`config.mk`:
```
export PLATFORM = sky130hd
export DESIGN_NAME = card_dealer
export DESIGN_NICKNAME = d
export VERILOG_FILES = /design/src/rtl/card_dealer.sv
export SDC_FILE = /design/constraint.sdc
export NUM_CORES = 1
export LEC_CHECK = 0
export ABC_AREA = 1
export BUFFER_PORTS_ARGS = -buffer_cell sky130_fd_sc_hd__buf_2
export CORE_MARGIN = 2
export CORE_UTILIZATION = 40
export DETAILED_ROUTE_END_ITERATION = 10
export PLACE_DENSITY = 0.58
export SYNTH_ARGS = -nofsm -noshare
export SYNTH_HDL_FRONTEND = slang
export SYNTH_SLANG_ARGS = --single-unit
```
`constraint.sdc`:
```
create_clock -name clock -period 3 [get_ports clock]
set_input_delay 0.3 -clock clock [delete_from_list [all_inputs] [get_ports clock]]
set_output_delay 0.3 -clock clock [all_outputs]
set_load 0.01 [all_outputs]
```
`src/rtl/card_dealer.sv`:
```
// Card producer: draws LFSR or forced ranks into the player/dealer hand,
// applies soft-ace correction and presents totals, bust flags and display select.
module card_dealer #(
   parameter logic [15:0] LFSR_SEED  = 16'hACE1,
   parameter int          BUST_LIMIT = 21
) (
   input  logic       clock,
   input  logic       resetn,
   input  logic       new_hand,
   input  logic       deal_req,
   input  logic       deal_target,
   input  logic       card_load,
   input  logic [3:0] card_rank,
   output logic       busy,
   output logic       card_valid,
   output logic [4:0] card_value,
   output logic       card_target,
   output logic [4:0] player_total,
   output logic [4:0] dealer_total,
   output logic       player_bust,
   output logic       dealer_bust,
   output logic [1:0] disp_sel
);
   typedef enum logic [2:0] {
      IDLE = 3'd0,
      DRAW = 3'd1,
      ADD  = 3'd2,
      ADJ  = 3'd3,
      DONE = 3'd4
   } state_t;

   localparam logic [5:0] LIMIT = 6'(BUST_LIMIT);

   function automatic logic [4:0] rank_value(input logic [3:0] rank);
      logic [4:0] v;
      if (rank == 4'd1) v = 5'd11;
      else if (rank >= 4'd11) v = 5'd10;
      else v = {1'b0, rank};
      return v;
   endfunction

   function automatic logic [4:0] sat31(input logic [5:0] t);
      return (t > 6'd31) ? 5'd31 : t[4:0];
   endfunction

   state_t      state_r, state_nx;
   logic [15:0] lfsr_r, lfsr_nx;
   logic        tgt_r, tgt_nx, load_r, load_nx;
   logic [3:0]  rank_r, rank_nx;
   logic [5:0]  p_sum_r, p_sum_nx, d_sum_r, d_sum_nx;
   logic [1:0]  p_soft_r, p_soft_nx, d_soft_r, d_soft_nx;
   logic [5:0]  cur_sum_s, sum_upd_s;
   logic [1:0]  cur_soft_s, soft_upd_s;
   logic [3:0]  draw_rank_s;
   logic        rank_ok_s;
   logic [4:0]  value_nx;
   logic        target_nx, valid_nx, pbust_nx, dbust_nx;
   logic [1:0]  disp_nx;

   // Next-state, draw, accumulate and ace-downgrade logic
   always_comb begin
      state_nx   = state_r;
      lfsr_nx    = {1'b0, lfsr_r[15:1]} ^ (lfsr_r[0] ? 16'hB400 : 16'h0000);
      tgt_nx     = tgt_r;
      load_nx    = load_r;
      rank_nx    = rank_r;
      value_nx   = card_value;
      target_nx  = card_target;
      valid_nx   = 1'b0;
      pbust_nx   = player_bust;
      dbust_nx   = dealer_bust;
      disp_nx    = disp_sel;
      cur_sum_s  = tgt_r ? d_sum_r : p_sum_r;
      cur_soft_s = tgt_r ? d_soft_r : p_soft_r;
      sum_upd_s  = cur_sum_s;
      soft_upd_s = cur_soft_s;
      if (load_r) begin
         draw_rank_s = (rank_r >= 4'd1 && rank_r <= 4'd13) ? rank_r : 4'd10;
      end else begin
         draw_rank_s = lfsr_r[3:0];
      end
      rank_ok_s = (draw_rank_s != 4'd0) && (draw_rank_s <= 4'd13);

      case (state_r)
         IDLE: begin
            if (deal_req && !(deal_target ? dealer_bust : player_bust)) begin
               state_nx = DRAW;
               tgt_nx   = deal_target;
               load_nx  = card_load;
               rank_nx  = card_rank;
            end else begin
               state_nx = IDLE;
            end
         end
         DRAW: begin
            if (rank_ok_s) begin
               value_nx = rank_value(draw_rank_s);
               state_nx = ADD;
            end else begin
               state_nx = DRAW;
            end
         end
         ADD: begin
            sum_upd_s = cur_sum_s + {1'b0, card_value};
            if (card_value == 5'd11 && cur_soft_s != 2'd3) begin
               soft_upd_s = cur_soft_s + 2'd1;
            end else begin
               soft_upd_s = cur_soft_s;
            end
            state_nx = ADJ;
         end
         ADJ: begin
            // One soft ace downgraded per cycle until the hand fits or no soft aces remain
            if (cur_sum_s > LIMIT && cur_soft_s != 2'd0) begin
               sum_upd_s  = cur_sum_s - 6'd10;
               soft_upd_s = cur_soft_s - 2'd1;
               state_nx   = ADJ;
            end else begin
               state_nx  = DONE;
               valid_nx  = 1'b1;
               target_nx = tgt_r;
               pbust_nx  = (p_sum_r > LIMIT);
               dbust_nx  = (d_sum_r > LIMIT);
               disp_nx   = ((p_sum_r > LIMIT) || (d_sum_r > LIMIT)) ? 2'b10 : {1'b0, tgt_r};
            end
         end
         DONE: begin
            state_nx = IDLE;
         end
         default: begin
            state_nx = IDLE;
         end
      endcase

      p_sum_nx  = tgt_r ? p_sum_r  : sum_upd_s;
      p_soft_nx = tgt_r ? p_soft_r : soft_upd_s;
      d_sum_nx  = tgt_r ? sum_upd_s  : d_sum_r;
      d_soft_nx = tgt_r ? soft_upd_s : d_soft_r;

      if (new_hand) begin
         state_nx  = IDLE;
         p_sum_nx  = 6'd0;
         d_sum_nx  = 6'd0;
         p_soft_nx = 2'd0;
         d_soft_nx = 2'd0;
         valid_nx  = 1'b0;
         pbust_nx  = 1'b0;
         dbust_nx  = 1'b0;
         disp_nx   = 2'b00;
      end else begin
         state_nx = state_nx;
      end
   end

   // FSM state register
   always_ff @(posedge clock or negedge resetn) begin
      if (!resetn) state_r <= IDLE;
      else         state_r <= state_nx;
   end

   // Datapath and registered outputs
   always_ff @(posedge clock or negedge resetn) begin
      if (!resetn) begin
         lfsr_r       <= LFSR_SEED;
         tgt_r        <= 1'b0;
         load_r       <= 1'b0;
         rank_r       <= 4'd0;
         p_sum_r      <= 6'd0;
         d_sum_r      <= 6'd0;
         p_soft_r     <= 2'd0;
         d_soft_r     <= 2'd0;
         busy         <= 1'b0;
         card_valid   <= 1'b0;
         card_value   <= 5'd0;
         card_target  <= 1'b0;
         player_total <= 5'd0;
         dealer_total <= 5'd0;
         player_bust  <= 1'b0;
         dealer_bust  <= 1'b0;
         disp_sel     <= 2'b00;
      end else begin
         lfsr_r       <= lfsr_nx;
         tgt_r        <= tgt_nx;
         load_r       <= load_nx;
         rank_r       <= rank_nx;
         p_sum_r      <= p_sum_nx;
         d_sum_r      <= d_sum_nx;
         p_soft_r     <= p_soft_nx;
         d_soft_r     <= d_soft_nx;
         busy         <= (state_nx != IDLE);
         card_valid   <= valid_nx;
         card_value   <= value_nx;
         card_target  <= target_nx;
         player_total <= sat31(p_sum_nx);
         dealer_total <= sat31(d_sum_nx);
         player_bust  <= pbust_nx;
         dealer_bust  <= dbust_nx;
         disp_sel     <= disp_nx;
      end
   end
endmodule

```
==> flow_metrics.py <==
metrics = {
    "status": {
        "status": "complete, no violations",
    },
    "timing": {
        "hold_viol": 0,
        "relSlewSlack_pct": 35.99,
        "tightest_slew_ns": 0.9592,
        "post-route-period-util_pct": 77.66,
        "finalSetupViolations": 0,
        "fin_skew_ns": 0.006561,
        "max_freq_mhz": 429.2,
        "maxSlewViolCount": 0,
        "setup_tns_ns": 0,
        "grt_setup_unrepaired": "false",
        "fin_crit_ns": 2.330,
    },
    "clocking": {
        "cts_tree": "done",
        "root_buffer": "clkbuf_8",
        "clkSinkCount": 62,
        "path_clk_slew_ns": 0.07,
        "cts_buffers": 9,
        "ctsHtreeMaxLevel": 3,
        "cts.repair.resized": 0,
        "cts_buffer_depth": 2,
        "clock_latency_ns": 0.34,
    },
    "die": {
        "start_util_pct": 41.59,
        "dieArea_um2": 8338,
        "row_count": 31,
        "ios": 32,
        "fp.dieW_um": 91.31,
        "die_h_um": 91.31,
        "placeableCoreArea_um2": 7331,
    },
    "global_route": {
        "gr-total-overflow": 0,
        "antenna_found_initial": 0,
        "grt_max_degree": 40,
        "grt_pass1_vias": 2426,
        "grt_pass1_wl_mm": 11.27,
        "track_usage_pct": 17.30,
    },
    "synthesis": {
        "netlist.area_leader.share_pct": 44.32,
        "synth_ff_type": "dfrtp_1",
        "synth_edf_count": 0,
        "synth_seq_cells": 62,
        "async_reset_ff_share_pct": 100.0,
        "ys.warnings.count": 0,
        "postSynthCellCount": 354,
        "synth.area.top_cells": "dfrtp_1, nand2_1, dfstp_2",
        "yosysSeqAreaShare_pct": 51.21,
        "netlist_area_um2": 3049,
        "synthesis.nets": 372,
        "synth_area_leader_cell": "dfrtp_1",
        "syn_avg_cell_area_um2": 8.613,
        "ys_types": 40,
    },
    "worst_hold_path": {
        "hp-start": "card_rank[2]",
        "hold_path_class": "in -> reg",
    },
    "cells_and_area": {
        "final_common_cell": "nand2_1",
        "mostFrequentLayoutCells": "nand2_1, dfrtp_1, nand3_1",
        "finalNetCount": 410,
        "syn_to_final_growth_pct": 16.74,
        "post-route-util_pct": 48.56,
        "layout-drive-gt1-share_pct": 23.17,
        "diodes": 0,
        "fillers": 682,
    },
    "worst_setup_path": {
        "path_max_fanout": 16,
        "arrival_ns": 2.55,
        "critPathLaunch": "tgt_r$_DFFE_PN0P_",
        "slowest_stage": "fa_1",
        "end_kind": "flip-flop",
        "critPathMostFrequentCell": "nand3_1",
        "required_ns": 3.22,
        "timing.rr.start": "tgt_r$_DFFE_PN0P_",
        "critical_path_class": "reg -> reg",
        "critPathMaxStageDelay_ns": 0.41,
        "start_kind": "flip-flop",
        "crit_chain": "inv_4 > or2_2 > o21ai_0 > inv_1 > ha_1 > fa_1 > nand3_1 > nand3_1 > a31oi_1 > nand3_1 > nand3_1 > nand4_1",
    },
    "place": {
        "gp_congestion": 0.8501,
        "port_buffers": 30,
        "dp_hpwl_mm": 4.854,
    },
    "power_and_ir_drop": {
        "ir_drop_mv": 0.4365,
        "p_per_area_nw_per_um2": 1044,
        "power_mw": 3.717,
        "p_leak_nw": 1.957,
    },
    "route": {
        "vias": 2380,
        "drtPass1Iterations": 4,
        "drt_iter0_drc": 90,
        "wl_per_cell_um": 13.03,
        "vias_per_cell": 4.798,
        "drc": 0,
        "routed_wirelength_mm": 6.462,
        "detail-route-antenna-nets": 0,
    },
    "run": {
        "maxCapViolCount": 0,
    },
}
==> synthesized netlist by cell type, types with 3 or more instances <==
library cell	count
or2_2	4
o21ai_1	6
ha_1	7
o21ai_0	9
dfstp_2	8
nand4_1	10
nor2_1	21
nand3_2	4
buf_2	3
nand2_1	102
a21oi_1	9
inv_1	31
xor2_1	5
nand2_2	7
nand3_1	34
inv_2	8
nand2_4	3
dfrtp_1	54
a31oi_1	3
==> cell families (layout without fill, tap and decap cells) <==
family	after synthesis	count (layout)	share of synthesized area, %
buffers and inverters	48	91	6.483
DFF	62	62	51.21
xor gates and xnor gates	6	6	1.723
other	1	1	0.1230
muxes	2	2	0.7386
adders and majority gates	8	8	3.529
AOI/OAI and AO/OA	34	34	6.935
and+or+nand+nor	193	193	29.26
==> power breakdown <==
group          leakage [nW]  internal, mW  switching (mW)  total [mW]
logic                  1.04         0.566            1.03        1.60
registers             0.795          1.06           0.159        1.22
clock network         0.124         0.556           0.341       0.897
==> registers in the layout (all words and copies together) (netlist names), 2 cells and up <==
register      count
lfsr_r           16
d_sum_r           6
p_sum_r           6
dealer_total      5
player_total      5
card_value        4
rank_r            4
state_r           3
d_soft_r          2
disp_sel          2
p_soft_r          2
==> final timing paths <==
kind                                              to  depth (start not counted)  slack [ns]
max                        dealer_total[4]$_DFF_PN0_                         12        0.67
min                            rank_r[2]$_DFFE_PN0P_                          2        0.19
max reg2reg                dealer_total[4]$_DFF_PN0_                         12        0.67
min reg2reg                      lfsr_r[5]$_DFF_PN1_                          0        0.36
max in group asynchronous       lfsr_r[11]$_DFF_PN1_                          3        1.63
min in group asynchronous       p_sum_r[3]$_DFF_PN0_                          2        0.47
==> per-stage QoR <==
step | area, um2 | hold slack [ns] | worst slack [ns] | std cells
2_1_floorplan | 3049 | 0.004409 | 0.8101 | 354
3_3_place_gp | 3304 | 0.3263 | 0.7194 | 479
3_5_place_dp | 3304 | 0.3253 | 0.7025 | 479
4_1_cts | 3560 | 0.1756 | 0.6750 | 496
5_1_grt | 3560 | 0.1712 | 0.3875 | 496
6_report | 3560 | 0.1905 | 0.6701 | 496
==> area by class of cell <==
type                       count  area, um2  area share, %
clock buffer                   9      123.9          3.480
clock inverter                 7      121.4          3.409
inverter                      41      156.4          4.394
multi-input combinational    244       1290          36.24
sequential                    62       1562          43.87
tap                           99      123.9          3.480
timing repair buffer          34      182.7          5.132
==> metal layers <==
layer	part of all wire, %	GRT usage, %	vias to the layer above
met2	45	27.28	42
met1	48	22.29	1110
met3	4.9	5.726	9
met5	0	0	-
li1	-	-	1219
met4	1.8	6.187	0
==> repair_timing <==
action / CTS / global route
setup buffers: 0 / 0
endpoints found under the setup margin: 0 / 0
hold buffers: 1 / 0
endpoints found under the hold margin: 23 / 0
==> critical path: cells and delay by family (launching register included) <==
family	cells	cell delay, ns
flops	1	0.39
compound gates	2	0.23
simple gates	6	0.77
buf+inv	2	0.16
fa+ha+maj	2	0.63
(Power assumes the default switching activity.)
